==> src/rtl/motion_pkg.sv <==
// -----------------------------------------------------------------------------
// motion_pkg
// Definitions shared by the motion path and the keyboard controller.
//   KEY_*          : bit positions of the direction bits in the keys bus
//   motion_state_t : speed-ramp state encoding (IDLE / RAMP / CRUISE)
// -----------------------------------------------------------------------------
package motion_pkg;

   localparam int KEY_UP    = 0;
   localparam int KEY_LEFT  = 1;
   localparam int KEY_DOWN  = 2;
   localparam int KEY_RIGHT = 3;

   typedef enum logic [1:0] {
      IDLE   = 2'd0,
      RAMP   = 2'd1,
      CRUISE = 2'd2
   } motion_state_t;

endpackage

==> src/rtl/tick_divider.sv <==
// -----------------------------------------------------------------------------
// tick_divider
// Free-running counter that walks 0..TICK_DIV-1 and wraps. It raises a
// single-cycle tick while the count sits at TICK_DIV-1.
//   clk  : system clock
//   rst  : synchronous active-high reset, clears the count
//   tick : high for one cycle out of every TICK_DIV
// -----------------------------------------------------------------------------
module tick_divider #(
   parameter int TICK_DIV = 400000
) (
   input  logic clk,
   input  logic rst,
   output logic tick
);

   localparam int CW = (TICK_DIV > 2) ? $clog2(TICK_DIV) : 1;
   localparam logic [CW-1:0] LAST = CW'(TICK_DIV - 1);

   logic [CW-1:0] count;

   // Count up and wrap at the last value. The tick is decoded from the count
   // itself, so the first tick after reset lands on cycle TICK_DIV-1.
   always_ff @(posedge clk) begin
      if (rst) begin
         count <= '0;
      end else if (count == LAST) begin
         count <= '0;
      end else begin
         count <= count + 1'b1;
      end
   end

   assign tick = (count == LAST);

endmodule

==> src/rtl/sprite_motion_ctrl.sv <==
// -----------------------------------------------------------------------------
// sprite_motion_ctrl
// Turns keyboard direction bits into clamped horizontal/vertical positions for
// one on-screen object. Moves once per tick, ramps speed while a key is held,
// and pulses shift_left/shift_right when hpos actually changes.
//   clk, rst            : clock, synchronous active-high reset
//   keys[3:0]           : up / left / down / right levels
//   load, load_h/load_v : one-cycle position load (values are clamped)
//   hpos, vpos          : current position (registered)
//   shift_left/right    : one-cycle pulse when hpos decreased / increased
//   moving              : state is not IDLE
//   at_h_edge/at_v_edge : position sits on a clamp bound (registered)
// -----------------------------------------------------------------------------
module sprite_motion_ctrl
   import motion_pkg::*;
#(
   parameter int H_BITS      = 10,
   parameter int V_BITS      = 10,
   parameter int H_MIN       = 0,
   parameter int H_MAX       = 639,
   parameter int V_MIN       = 0,
   parameter int V_MAX       = 479,
   parameter int H_INIT      = 200,
   parameter int V_INIT      = 200,
   parameter int TICK_DIV    = 400000,
   parameter int STEP_MIN    = 1,
   parameter int STEP_MAX    = 4,
   parameter int ACCEL_TICKS = 8
) (
   input  logic              clk,
   input  logic              rst,
   input  logic [3:0]        keys,
   input  logic              load,
   input  logic [H_BITS-1:0] load_h,
   input  logic [V_BITS-1:0] load_v,
   output logic [H_BITS-1:0] hpos,
   output logic [V_BITS-1:0] vpos,
   output logic              shift_left,
   output logic              shift_right,
   output logic              moving,
   output logic              at_h_edge,
   output logic              at_v_edge
);

   localparam int SPEED_W = $clog2(STEP_MAX + 1);
   localparam int HOLD_W  = $clog2(ACCEL_TICKS + 1);

   // Signed 32-bit arithmetic keeps pos - speed meaningful below zero, so a
   // move past MIN clamps instead of wrapping even when MIN is 0.
   function automatic int clamp(input int value, input int lo, input int hi);
      if (value < lo) begin
         return lo;
      end else if (value > hi) begin
         return hi;
      end
      return value;
   endfunction

   logic                tick;
   motion_state_t       state, state_n;
   logic [SPEED_W-1:0]  speed, speed_n;
   logic [HOLD_W-1:0]   hold, hold_n;
   logic [H_BITS-1:0]   hpos_n;
   logic [V_BITS-1:0]   vpos_n;
   logic                shift_left_n, shift_right_n;
   logic                key_up, key_left, key_down, key_right;
   logic                has_req;
   int                  h_step, v_step, h_cand, v_cand;

   tick_divider #(
      .TICK_DIV (TICK_DIV)
   ) u_tick (
      .clk  (clk),
      .rst  (rst),
      .tick (tick)
   );

   assign key_up    = keys[KEY_UP];
   assign key_left  = keys[KEY_LEFT];
   assign key_down  = keys[KEY_DOWN];
   assign key_right = keys[KEY_RIGHT];

   // Opposing keys on one axis cancel; the axes are independent.
   assign has_req = (key_left ^ key_right) | (key_up ^ key_down);

   // Next-state logic for the speed ramp plus the move for this tick. The
   // move uses the current speed, so a ramp step on this tick only affects
   // the following one.
   always_comb begin
      state_n       = state;
      speed_n       = speed;
      hold_n        = hold;
      hpos_n        = hpos;
      vpos_n        = vpos;
      shift_left_n  = 1'b0;
      shift_right_n = 1'b0;
      h_step        = 0;
      v_step        = 0;

      if (key_left && !key_right) begin
         h_step = -int'(speed);
      end else if (key_right && !key_left) begin
         h_step = int'(speed);
      end
      if (key_up && !key_down) begin
         v_step = -int'(speed);
      end else if (key_down && !key_up) begin
         v_step = int'(speed);
      end

      h_cand = clamp(int'(hpos) + h_step, H_MIN, H_MAX);
      v_cand = clamp(int'(vpos) + v_step, V_MIN, V_MAX);

      if (tick) begin
         if (!has_req) begin
            state_n = IDLE;
            speed_n = SPEED_W'(STEP_MIN);
            hold_n  = '0;
         end else begin
            case (state)
               IDLE: begin
                  state_n = (STEP_MIN == STEP_MAX) ? CRUISE : RAMP;
                  hold_n  = '0;
               end
               RAMP: begin
                  if (hold == HOLD_W'(ACCEL_TICKS - 1)) begin
                     speed_n = speed + 1'b1;
                     hold_n  = '0;
                     if (speed == SPEED_W'(STEP_MAX - 1)) begin
                        state_n = CRUISE;
                     end
                  end else begin
                     hold_n = hold + 1'b1;
                  end
               end
               CRUISE: begin
                  state_n = CRUISE;
               end
               default: begin
                  state_n = IDLE;
                  speed_n = SPEED_W'(STEP_MIN);
                  hold_n  = '0;
               end
            endcase
         end
      end

      // A load overrides the tick's move but not its ramp/state update.
      if (load) begin
         hpos_n = H_BITS'(clamp(int'(load_h), H_MIN, H_MAX));
         vpos_n = V_BITS'(clamp(int'(load_v), V_MIN, V_MAX));
      end else if (tick) begin
         hpos_n        = H_BITS'(h_cand);
         vpos_n        = V_BITS'(v_cand);
         shift_left_n  = (h_cand < int'(hpos));
         shift_right_n = (h_cand > int'(hpos));
      end
   end

   // State, speed, position and the registered flags. Edge flags are derived
   // from the next position so they line up with hpos/vpos.
   always_ff @(posedge clk) begin
      if (rst) begin
         state       <= IDLE;
         speed       <= SPEED_W'(STEP_MIN);
         hold        <= '0;
         hpos        <= H_BITS'(H_INIT);
         vpos        <= V_BITS'(V_INIT);
         shift_left  <= 1'b0;
         shift_right <= 1'b0;
         at_h_edge   <= (H_INIT == H_MIN) || (H_INIT == H_MAX);
         at_v_edge   <= (V_INIT == V_MIN) || (V_INIT == V_MAX);
      end else begin
         state       <= state_n;
         speed       <= speed_n;
         hold        <= hold_n;
         hpos        <= hpos_n;
         vpos        <= vpos_n;
         shift_left  <= shift_left_n;
         shift_right <= shift_right_n;
         at_h_edge   <= (hpos_n == H_BITS'(H_MIN)) || (hpos_n == H_BITS'(H_MAX));
         at_v_edge   <= (vpos_n == V_BITS'(V_MIN)) || (vpos_n == V_BITS'(V_MAX));
      end
   end

   assign moving = (state != IDLE);

endmodule

==> config.mk <==
export PLATFORM = sky130hd
export DESIGN_NAME = sprite_motion_ctrl
export DESIGN_NICKNAME = d
export VERILOG_FILES = /design/src/rtl/motion_pkg.sv /design/src/rtl/tick_divider.sv /design/src/rtl/sprite_motion_ctrl.sv
export SDC_FILE = /design/constraint.sdc
export NUM_CORES = 1
export LEC_CHECK = 0
export CAP_MARGIN = 20
export CORE_ASPECT_RATIO = 1.5
export CORE_MARGIN = 3
export CORE_UTILIZATION = 45
export CTS_CLUSTER_SIZE = 12
export DETAILED_ROUTE_END_ITERATION = 12
export PLACE_DENSITY_LB_ADDON = 0.3
export SLEW_MARGIN = 20
export SYNTH_ARGS = -nofsm -noshare
export SYNTH_HDL_FRONTEND = slang
export SYNTH_HIERARCHICAL = 1
export SYNTH_SLANG_ARGS = --single-unit
==> constraint.sdc <==
create_clock -name clk -period 7.2 [get_ports clk]
set_input_delay 1.44 -clock clk [delete_from_list [all_inputs] [get_ports clk]]
set_output_delay 1.44 -clock clk [all_outputs]
set_load 0.05 [all_outputs]
Word-level counts from Yosys, hierarchy flattened --
Index checks and enable logic that the tools add are counted.
Storage, ports and cells: flip-flop bits (word level) 52, input bits 27, output and inout bits 25, logic and storage cells 95
Operators by class: add/subtract/negate cells 6, order comparisons 8, equality and inequality tests 11, mux-type cells 36, bitwise gates (word level) 4, reduce and logical (&&, ||, !) cells 20
Operators with widths (number):
- 10-bit two-way mux | 10
- 32-bit two-way mux | 3
- 11-bit by 32-bit adder with 32-bit output | 2
- 32-bit by 1-bit < comparator with 1-bit output (second input constant) | 2
- 32-bit by 10-bit greater-than comparator with 1-bit output (second input constant) | 1
- 32-bit by 11-bit greater-than comparator with 1-bit output | 1
- 32-bit by 11-bit greater-than comparator with 1-bit output (second input constant) | 1
- 32-bit by 11-bit < comparator with 1-bit output | 1
- 3-bit negation with 32-bit output | 1
- 9-bit two-way mux | 3
- 10-bit logical NOT | 2
- 19-bit by 1-bit adder with 19-bit output (second input constant) | 1
- 19-bit == test (second input constant) | 1
- 3-bit two-way mux | 4
- 10-bit == test (second input constant) | 1
- 10-bit by 9-bit == test with 1-bit output (second input constant) | 1
- 10-bit greater-than comparator (second input constant) | 1
- 10-bit by 9-bit greater-than comparator with 1-bit output (second input constant) | 1
- 1-bit two-way mux | 8
- 4-bit two-way mux | 2
- 4-bit one-hot mux with 2 select lines | 1
- 2-bit two-way mux | 3
- 3-bit inequality test (second input constant) | 2
- 2-bit one-hot mux with 3 select lines | 1
- 20 further kinds | 31

Longest topological paths before layout --
Gate-level depths: netlist of the first run.
depth in word-level cells 13, depth in mapped cells 29, mapped depth without buffers 26

Hierarchy --
The synthesis of the first run kept the hierarchy.
By module, submodules not included:
- sprite_motion_ctrl | instances 1, cells an instance 535, area an instance 3878.7 um^2, seq. area each 660.6 um^2
- tick_divider | instances 1, cells an instance 100, area an instance 897.1 um^2, seq. area each 380.4 um^2

Worst setup path after synthesis of the first run --
Ideal clock, no wire load.
path type input port to flip-flop, from input keys[3], to register shift_left, library setup time 0.081 ns, data arrival time 6.392 ns, path slack 0.726 ns, cell stages on the path 27, buffers on the path 3, path through inv_1 ha_1 buf_2 clkbuf_1 o21ai_0 fa_1 a21o_1 maj3_1 o21ai_1 a311oi_1 o21bai_1 a22o_1 or2_1 buf_2 nor2_1 nor2_1 ha_1 a21oi_1 o22ai_1 o21a_1 o21a_1 o21a_1 o21a_1 o21ai_0 nand2b_1 a21oi_1 nor3b_1
On the way: cells in the longest elaborated chain, start to end 9, elaborated cells between the ends (all ways) 14, classes of those cells add/sub (1); order compare (3); mux (7); reduce/logical (3)
RTL lines:
- from (decl) | line sprite_motion_ctrl.sv:32 | input logic [3:0] keys,
- 1-bit logical AND / 1-bit logical NOT (equally long branches) | line sprite_motion_ctrl.sv:102, sprite_motion_ctrl.sv:100
- 3-bit two-way mux / 1-bit logical AND (equally long branches) | line sprite_motion_ctrl.sv:102, sprite_motion_ctrl.sv:100
- 32-bit two-way mux * | line sprite_motion_ctrl.sv:100 | if (key_left && !key_right) begin
- 11-bit by 32-bit adder with 32-bit output * | line sprite_motion_ctrl.sv:111 | h_cand = clamp(int'(hpos) + h_step, H_MIN, H_MAX);
- 32-bit by 11-bit greater-than comparator with 1-bit output | line sprite_motion_ctrl.sv:53 | end else if (value > hi) begin
- 10-bit two-way mux / 1-bit two-way mux (equally long branches) | line sprite_motion_ctrl.sv:53
- 10-bit two-way mux / 1-bit two-way mux (equally long branches) | line sprite_motion_ctrl.sv:51 | if (value < lo) begin
- 32-bit two-way mux * | line sprite_motion_ctrl.sv:56 | return value;
- 32-bit by 11-bit < comparator with 1-bit output * | line sprite_motion_ctrl.sv:155 | shift_left_n = (h_cand < int'(hpos));
- to (signal assigned) | line sprite_motion_ctrl.sv:179 | shift_left <= shift_left_n;
- to (decl) | line sprite_motion_ctrl.sv:38 | output logic shift_left,
Every way passes the cells marked *; elsewhere a longest branch is shown, timed or not. A chain may end at the register's enable or synchronous reset.

Final worst setup path of the first run --
from input keys[1], to register shift_left
On the way: cells in the longest elaborated chain, start to end 10, elaborated cells between the ends (all ways) 14, classes of those cells add/sub (1); order compare (3); mux (7); reduce/logical (3)
RTL lines:
- 1-bit logical NOT | line sprite_motion_ctrl.sv:102 | end else if (key_right && !key_left) begin
- 1-bit logical AND | line sprite_motion_ctrl.sv:102
- 3-bit two-way mux | line sprite_motion_ctrl.sv:102
- 32-bit two-way mux * | line sprite_motion_ctrl.sv:100
- 11-bit by 32-bit adder with 32-bit output * | line sprite_motion_ctrl.sv:111
- 32-bit by 11-bit greater-than comparator with 1-bit output | line sprite_motion_ctrl.sv:53
- 10-bit two-way mux / 1-bit two-way mux (equally long branches) | line sprite_motion_ctrl.sv:53
- 10-bit two-way mux / 1-bit two-way mux (equally long branches) | line sprite_motion_ctrl.sv:51
- 32-bit two-way mux * | line sprite_motion_ctrl.sv:56
- 32-bit by 11-bit < comparator with 1-bit output * | line sprite_motion_ctrl.sv:155
Marked as above.

==> results of run 1 <==
## worst reg2reg max path: stages, from the launching register on
cell and delay [ps]:
sky130_fd_sc_hd__dfxtp_1 790, sky130_fd_sc_hd__inv_1 230, sky130_fd_sc_hd__ha_1 410, sky130_fd_sc_hd__nand2_1 90, sky130_fd_sc_hd__o21ai_0 170, sky130_fd_sc_hd__fa_1 510, sky130_fd_sc_hd__a211oi_1 430, sky130_fd_sc_hd__a21oi_1 160
sky130_fd_sc_hd__a211oi_1 280, sky130_fd_sc_hd__a311oi_1 100, sky130_fd_sc_hd__o21bai_1 170, sky130_fd_sc_hd__a22o_1 270, sky130_fd_sc_hd__or2_1 310, sky130_fd_sc_hd__nor2_1 180, sky130_fd_sc_hd__nor2_1 70, sky130_fd_sc_hd__ha_1 320
sky130_fd_sc_hd__a21oi_1 170, sky130_fd_sc_hd__o22ai_1 90, sky130_fd_sc_hd__o21a_1 170, sky130_fd_sc_hd__o21a_1 170, sky130_fd_sc_hd__o21a_1 170, sky130_fd_sc_hd__o21a_1 170, sky130_fd_sc_hd__o21ai_0 170, sky130_fd_sc_hd__nand2b_1 80
sky130_fd_sc_hd__a21oi_1 190, sky130_fd_sc_hd__nor3b_1 190
## state kept, by name (all words and copies together), names as in the netlist
| register | count |
|---|---|
| at_h_edge | 1 |
| hold | 4 |
| state | 2 |
| shift_left | 1 |
| shift_right | 1 |
| vpos | 10 |
| hpos | 10 |
| at_v_edge | 1 |
| speed | 3 |
| u_tick/count | 19 |
## routing by layer
| layer | part of all wire, % | global-route usage (%) |
|---|---|---|
| met4 | 3.5 | 12.4 |
| met1 | 38 | 26.3 |
| met2 | 53 | 43.9 |
| met5 | 0 | 0 |
| met3 | 5.5 | 2.63 |
## cells in the mapped netlist (all sizes together) (3+ instances only)
cell,n,area (um2)
o22ai,5,31.3
nand3b,3,22.5
or4,3,22.5
o32ai,3,26.3
o311ai,3,26.3
buf,16,97.6
nor2b,8,50.1
nor4,11,90.1
nand2,48,180
or2,8,52.6
nand2b,16,100
and2,3,18.8
xor2,6,52.6
nor2,79,299
nor3b,5,37.5
a221oi,3,38.8
clkbuf,15,56.3
a22oi,3,22.5
ha,37,463
xnor2,26,228
or3,11,75.1
o21ai,39,199
o21bai,3,22.5
o21a,9,67.6
nand3,16,80.1
o31ai,19,175
inv,35,131
a21oi,52,260
nor4b,3,32.5
a211oi,9,77.6
dfxtp,52,1040
nand4,10,77.6
and4,3,26.3
a21o,7,52.6
a31oi,5,31.3
nor3,24,125
## metrics by stage
step / setup slack [ps] / total power [W] / cell area (um2)
6_report: 577 / 0.000854 / 5520
5_1_grt: 236 / 0.000897 / 5520
3_5_place_dp: 335 / 0.000609 / 5370
2_1_floorplan: 726 / 0.000522 / 4780
4_1_cts: 636 / 0.000857 / 5520
3_3_place_gp: 583 / 0.000602 / 5370
## worst paths after layout
| check | end | slack [ps] | cells past startpoint |
|---|---|---|---|
| min | hold[1]$_SDFFE_PP0P_ | 480 | 2 |
| max | shift_left$_SDFF_PP0_ | 580 | 27 |
| max reg2reg | shift_left$_SDFF_PP0_ | 1090 | 25 |
| min reg2reg | hold[1]$_SDFFE_PP0P_ | 480 | 2 |
## power by group
part	total (W)	switching [W]	internal [W]	leakage, nW
clock network	0.000246	0.000115	0.000131	0.0708
registers	0.000316	0.0000189	0.000297	0.424
logic	0.000292	0.000176	0.000116	1.60
## cell type report
class / count / share of cell area [%]
well taps: 141 / 3.20
repair buffers: 58 / 10.2
clock inverters: 3 / 0.454
inverters: 36 / 2.45
flip-flops and latches: 52 / 18.9
clock buffers: 5 / 2.27
multi-input cells: 516 / 62.6
## logic make-up after synthesis
logic type      synth area share [%]
xor+xnor                        5.87
mux                            0.419
buf+inv                         6.05
flops                           21.8
simple gates                    28.2
fa+ha+maj                       11.0
compound gates                  26.7
==> impl_metrics.yaml, run 1 <==
min_path:
  min_path_type: "reg -> reg"
  holdCritStartpoint: "hold[1]$_SDFFE_PP0P_"
yosys:
  yosysWarningCount: 6
  ys_flop_type: "sky130_fd_sc_hd__dfxtp_1"
  synthesis.area_per_instance_um2: 7.52
  async_flop_share_pct: 0
  synth.net_count: 701
  netlist-cell-type-count: 82
  synth_enable_flop_cells: 0
  post_synth_inst_count: 635
  netlist_area_mm2: 0.00478
  sequential_fraction_of_the_synthesis_area_pct: 21.8
  ys_seq_elements: 52
clock_tree:
  root_buffer: "sky130_fd_sc_hd__clkbuf_16"
  post_cts.repair.setup_buffers: 0
  clk_pin_slew_worst_paths_ps: 70
  ctsResizeCount: 0
  insertion_delay_ps: 300
  clockBufferDepth: 2
  tritoncts.num_buffers: 5
  cts_tree: "built"
  postCtsHoldBufs: 0
  clock_sinks: 52
  htree_num_levels: 2
layout:
  most_used_cells_in_the_layout_excluding_fill_and_tap_cells: "sky130_fd_sc_hd__nor2_1 (78), sky130_fd_sc_hd__a21oi_1 (52), sky130_fd_sc_hd__dfxtp_1 (52)"
  post_route_cells_drive_above_1_share_pct: 6.27
  layout.cells.non_filler: 811
  insertedDiodeCount: 0
  finalCoreUtilization_pct: 53.8
  ff_latch_area_mm2: 0.00104
  fillerInstances: 983
  relative_area_change_from_synthesis_to_final_layout_pct: 15.5
  multi_input_area_mm2: 0.00345
  layout.cells.most_common: "sky130_fd_sc_hd__nor2_1"
  finalNetCount: 735
worst_setup_path:
  worst_path_max_delay_cell: "sky130_fd_sc_hd__clkdlybuf4s50_1"
  critical_path_fanout_max: 6
  stage_delay_of_the_slowest_cell_on_the_critical_path_ps: 480
  crit_start: "keys[1]"
  critical_path_buf_inv_count: 2
  critical_path_required_ps: 7420
  r2r_start: "speed[0]$_SDFFE_PP1P_"
  endpoint_kind: "flip-flop"
  timing.setup.critical_path_class: "in -> reg"
  nature_of_the_critical_path_startpoint: "input port"
  critical-path-top-delay-family: "compound AO/OA/AOI/OAI gates"
  arrival_time_reported_for_the_critical_path_endpoint_ps: 6850
drt:
  detailedRoute.firstPassIterationCount: 5
  routedWlPerCell_um: 17.7
  detailedRoute.firstIterationViolations: 351
  antenna_violating_nets_post_route: 0
  drc: 0
  routed-via-count: 4955
  routed_wl_um: 14300
  post_drt_via_cell_ratio: 6.11
sta:
  max_freq_mhz: 151
  grt_setup_unrepaired: "no"
  drv_slew: 0
  fin_setup_tns_ps: 0
  setup_viol_count_final: 0
  final.hold.worst_slack_ps: 479
  finalCritPeriodShare_pct: 92.0
  report.final.hold_viol_count: 0
  final_period_minus_worst_setup_slack_ps: 6620
  skew_ps: 3.83
  tightest_slew_ps: 1030
  worst_slew_margin_rel_pct: 29.6
floorplan:
  core_area_mm2: 0.0102
  fp-row-count: 45
  design.portCount: 52
  die_area_mm2: 0.0119
  die_h_um: 132
  die_w_um: 90.1
  start_util_pct: 46.6
pwr:
  ir_worst_vdd_mv: 0.151
  leakage_power_nw: 2.09
  p_per_area_mw_per_mm2: 155
placement:
  detailed_place_hpwl_um: 11000
  finalWeightedCongestion: 0.940
  post-place-cells: 803
  port_buffers: 51
outcome:
  status: "complete, no violations"
grt:
  grt_max_degree: 34
  grt_antenna_before_repair: 0
  globalRouteOverflowTotal: 0
  grt_util_all_layers_pct: 23.7
  first_global_vias: 4807
  global_route_wire_length_before_repair_um: 23300
job:
  maxCapViolCount: 0
Power figures use the tool's default switching activity.
==> run 2: changes to the inputs <==
Settings changed: CELL_PAD_IN_SITES_DETAIL_PLACEMENT set to 0, CELL_PAD_IN_SITES_GLOBAL_PLACEMENT set to 2, CORE_UTILIZATION 45 to 34.
==> impl_metrics.yaml, run 2 (synthesis results as in run 1) <==
layout:
  post_route_cells_drive_above_1_share_pct: 6.28
  layout.cells.most_common: "sky130_fd_sc_hd__nor2_1"
  top_register: "u_tick/count"
  layout_top_registers: "u_tick/count: 19 flops, hpos: 10 flops, vpos: 10 flops"
  insertedDiodeCount: 0
  fillerInstances: 1397
  relative_area_change_from_synthesis_to_final_layout_pct: 15.9
  finalNetCount: 734
  most_used_cells_in_the_layout_excluding_fill_and_tap_cells: "sky130_fd_sc_hd__nor2_1 (78), sky130_fd_sc_hd__a21oi_1 (52), sky130_fd_sc_hd__dfxtp_1 (52)"
  largest_register_ffs: 19
clock_tree:
  tritoncts.num_buffers: 5
  insertion_delay_ps: 300
  cts_tree: "built"
  ctsResizeCount: 0
  clockBufferDepth: 2
  post_cts.repair.setup_buffers: 0
  postCtsHoldBufs: 0
  htree_num_levels: 2
  clk_pin_slew_worst_paths_ps: 80
  clock_sinks: 52
  root_buffer: "sky130_fd_sc_hd__clkbuf_16"
sta:
  final_period_minus_worst_setup_slack_ps: 6440
  tightest_slew_ps: 1020
  skew_ps: 6.09
  report.final.hold_viol_count: 0
  max_freq_mhz: 155
  setup_viol_count_final: 0
  grt_setup_unrepaired: "no"
  final.hold.worst_slack_ps: 477
  fin_setup_tns_ps: 0
  drv_slew: 0
  finalCritPeriodShare_pct: 89.4
  worst_slew_margin_rel_pct: 30.4
min_path:
  holdCritStartpoint: "u_tick/count[0]$_SDFF_PP0_"
  min_path_type: "reg -> reg"
floorplan:
  die_h_um: 151
  design.portCount: 52
  die_area_mm2: 0.0155
  fp-row-count: 52
  core_area_mm2: 0.0136
  start_util_pct: 35.1
  die_w_um: 103
grt:
  grt_util_all_layers_pct: 19.6
  first_global_vias: 4762
  globalRouteOverflowTotal: 0
  global_route_wire_length_before_repair_um: 24000
  grt_antenna_before_repair: 0
  grt_max_degree: 35
pwr:
  leakage_power_nw: 2.09
  ir_worst_vdd_mv: 0.0943
  p_per_area_mw_per_mm2: 156
worst_setup_path:
  arrival_time_reported_for_the_critical_path_endpoint_ps: 6660
  critical_path_required_ps: 7420
  timing.setup.critical_path_class: "in -> reg"
  nature_of_the_critical_path_startpoint: "input port"
  critical-path-top-delay-family: "compound AO/OA/AOI/OAI gates"
  critical_path_fanout_max: 6
  crit_start: "keys[3]"
  critical_path_buf_inv_count: 2
  worst_path_max_delay_cell: "sky130_fd_sc_hd__clkdlybuf4s50_1"
  stage_delay_of_the_slowest_cell_on_the_critical_path_ps: 490
  r2r_start: "speed[0]$_SDFFE_PP1P_"
  endpoint_kind: "flip-flop"
drt:
  routedWlPerCell_um: 18.0
  routed_wl_um: 14900
  antenna_violating_nets_post_route: 0
  routed-via-count: 4765
  detailedRoute.firstPassIterationCount: 4
  detailedRoute.firstIterationViolations: 150
  post_drt_via_cell_ratio: 5.73
  drc: 0
job:
  maxCapViolCount: 0
placement:
  port_buffers: 51
  detailed_place_hpwl_um: 11500
  finalWeightedCongestion: 0.878
outcome:
  status: "complete, no violations"
[run 2: stage by stage]
step | utilization, % | setup WS, ps | instance area [um2] | instances | total power [W]
after floorplan | - | 726 | 4780 | 635 | 0.000522
after global routing | 40.7 | 329 | 5540 | 831 | 0.000913
after global placement | 39.6 | 555 | 5390 | 823 | 0.000609
after CTS | 40.7 | 762 | 5540 | 831 | 0.000874
after detailed placement | 39.6 | 462 | 5390 | 823 | 0.000609
final | 40.7 | 763 | 5540 | 831 | 0.000862
[run 2: cell type report]
cell class / instances / area [um2] / share of cell area (%)
clock buffer: 5 / 125 / 2.26
clock inverter: 3 / 28.8 / 0.520
multi-input combinational: 516 / 3450 / 62.4
tap: 162 / 203 / 3.66
inverter: 36 / 135 / 2.44
sequential: 52 / 1040 / 18.8
timing repair buffer: 57 / 551 / 9.95
[run 2: layer usage]
layer  track usage, %  part of all wire (%)  vias to the layer above
li1                 -                     -                     2391
met5                0                     0                        -
met1             22.4                    41                     2245
met2             36.0                    52                       98
met3             2.58                   3.5                       31
met4             7.78                   3.2                        0
[run 2: path summary, 6_finish.rpt]
| path | end | slack, ps | cells after the start |
|---|---|---|---|
| setup / recovery | shift_left$_SDFF_PP0_ | 760 | 27 |
| hold / removal | u_tick/count[0]$_SDFF_PP0_ | 480 | 1 |
| setup reg to reg | shift_left$_SDFF_PP0_ | 1330 | 23 |
| hold reg to reg | u_tick/count[0]$_SDFF_PP0_ | 480 | 1 |
[run 2: where the power goes]
group | leakage (nW) | switching [W] | total [W] | internal (W)
clock | 0.0767 | 0.000123 | 0.000258 | 0.000134
combinational | 1.59 | 0.000174 | 0.000289 | 0.000115
sequential | 0.424 | 0.0000183 | 0.000315 | 0.000297
==> patch (flow settings as in run 1) <==
Put one more register stage on the output `hpos`, with the module's reset. The value now appears one clock later. The other outputs are not delayed to match. Comments in the files are not updated.
--- a/src/rtl/sprite_motion_ctrl.sv
+++ b/src/rtl/sprite_motion_ctrl.sv
@@ -46,4 +46,6 @@
    localparam int HOLD_W  = $clog2(ACCEL_TICKS + 1);
 
+   logic [H_BITS-1:0] hpos_s0;
+
    // Signed 32-bit arithmetic keeps pos - speed meaningful below zero, so a
    // move past MIN clamps instead of wrapping even when MIN is 0.
@@ -91,5 +93,5 @@
       speed_n       = speed;
       hold_n        = hold;
-      hpos_n        = hpos;
+      hpos_n        = hpos_s0;
       vpos_n        = vpos;
       shift_left_n  = 1'b0;
@@ -109,5 +111,5 @@
       end
 
-      h_cand = clamp(int'(hpos) + h_step, H_MIN, H_MAX);
+      h_cand = clamp(int'(hpos_s0) + h_step, H_MIN, H_MAX);
       v_cand = clamp(int'(vpos) + v_step, V_MIN, V_MAX);
 
@@ -153,6 +155,6 @@
          hpos_n        = H_BITS'(h_cand);
          vpos_n        = V_BITS'(v_cand);
-         shift_left_n  = (h_cand < int'(hpos));
-         shift_right_n = (h_cand > int'(hpos));
+         shift_left_n  = (h_cand < int'(hpos_s0));
+         shift_right_n = (h_cand > int'(hpos_s0));
       end
    end
@@ -165,5 +167,5 @@
          speed       <= SPEED_W'(STEP_MIN);
          hold        <= '0;
-         hpos        <= H_BITS'(H_INIT);
+         hpos_s0     <= H_BITS'(H_INIT);
          vpos        <= V_BITS'(V_INIT);
          shift_left  <= 1'b0;
@@ -175,5 +177,5 @@
          speed       <= speed_n;
          hold        <= hold_n;
-         hpos        <= hpos_n;
+         hpos_s0     <= hpos_n;
          vpos        <= vpos_n;
          shift_left  <= shift_left_n;
@@ -186,4 +188,12 @@
    assign moving = (state != IDLE);
 
+   always_ff @(posedge clk) begin
+      if (rst) begin
+         hpos <= '0;
+      end else begin
+         hpos <= hpos_s0;
+      end
+   end
+
 endmodule
 
Check against the original RTL: not equivalent (a bounded check fails within 4 cycles, from zero or initial values and one cycle with rst high).
==> patch against run 1 <==
- clock power grew 68%
- setup slack improved by 0.12 ns
- count of clock-buffer cells in the layout rose by 6
- hold slack gained 0.00090 ns
- final area rose by 7.6%
- first-iteration DRC count down 30%
- total power is 26% higher
- routed wire length increased by 1.3%
- sequential cell count grew 10
- area after synthesis rose by 6.5%
==> patch: results <==
[grt]
grt_max_degree = 44
grt_pass1_vias = 5019
track_usage_pct = 23.25
grt_pass1_wl_um = 23650

[route]
dr.pass1.iters = 6
drt_iter0_drc = 245
drt-vias-per-instance = 5.915
wl_um = 14520

[clock_network]
clock_latency_ns = 0.33
cts_buffers = 9
cts_htree_levels = 3

[placed_design]
postPlaceCellArea_um2 = 5650
port_buffers = 51
hpwl_um = 10920
dp.cells = 832
gp_congestion = 1.019

[synth]
syn_area_per_cell_um2 = 7.683
synth_ff_type = "dfxtp_1"
seq_area_frac_synth_pct = 24.40
syn_nets = 728
yosys-top-cells-count = "nor2_1 (88), dfxtp_1 (62), a21oi_1 (60)"
synth_area_leaders = "dfxtp_1 (24%), ha_1 (9.1%), nor2_1 (6.5%), a21oi_1 (5.9%), xnor2_1 (4.6%)"
ys_types = 89

[power]
power.internal_mw = 0.7222
leakagePower_nw = 2.294
ir_worst_vdd_mv = 0.1171

[finish]
final_nets = 765
drive_above_1_share_pct = 8.250
n_fill_cell = 1100
instances_no_fill = 847
antennaDiodeCount = 0

[sta]
maxSlewHeadroom_pct = 35.86
skew_ns = 0.009320

[worst_setup_path]
crit_fanout = 7
r2r_slack_ns = 1.33
cp.arrival_ns = 6.78

[run_status]
status = "finished, final reports clean"
patch: worst min-delay path: cells and delay by family (launching register included):
| kind | cells | cell delay (ns) |
|---|---|---|
| compound gates | 1 | 0.05 |
| flops | 1 | 0.32 |
| simple gates | 1 | 0.06 |
patch: path summary, 6_finish.rpt:
check,from,end,cells after the start
setup / recovery,keys[3],shift_left,26
hold reg to reg,hold[3],hold[3],2
setup reg to reg,speed[0],shift_left,27
hold / removal,hold[3],hold[3],2
patch: per-stage QoR:
step                      hold WS [ns]  setup WS [ns]
after global routing            0.4942         0.1696
after floorplan                 0.4409         0.9795
after global placement          0.4491         0.6627
after detailed placement        0.4705         0.4677
final                           0.4795         0.7003
after CTS                       0.4781         0.7494
patch: power by group through the flow:
stage / Combinational (mW) / Sequential (mW) / Clock [mW]
floorplan: 0.188 / 0.395 / 0
CTS: 0.290 / 0.374 / 0.421
finish: 0.291 / 0.374 / 0.413
global route: 0.318 / 0.376 / 0.434
global placement: 0.279 / 0.381 / 0
detailed placement: 0.284 / 0.381 / 0
patch: metal layers:
layer  GRT usage [%]  up-vias  share of wire (%)  wire (µm)
li1                -     2459                  -          -
met1           24.99     2310                 38       5568
met2           41.36      187                 50       7317
met3           4.485       54                5.5        804
met4           14.43        0                5.7        832
met5               0        -                  0          0
patch: kinds of logic (layout without fill, tap and decap cells):
group	Yosys count	in the layout	share of synthesized area (%)
simple gates	259	259	25.56
compound gates	200	200	27.77
buf+inv	66	107	5.929
flops	62	62	24.40
fa+ha+maj	40	40	10.09
xor+xnor	32	32	5.658
mux	3	3	0.5904
patch: layout make-up:
type                    count  area (µm²)  area share (%)
clock buffers              11       252.7           4.259
inverters                  37       138.9           2.340
multi-input cells         534        3550           59.81
well taps                 144       180.2           3.036
clock inverters             4       31.28          0.5271
repair buffers             55       540.5           9.108
flip-flops and latches     62        1241           20.92
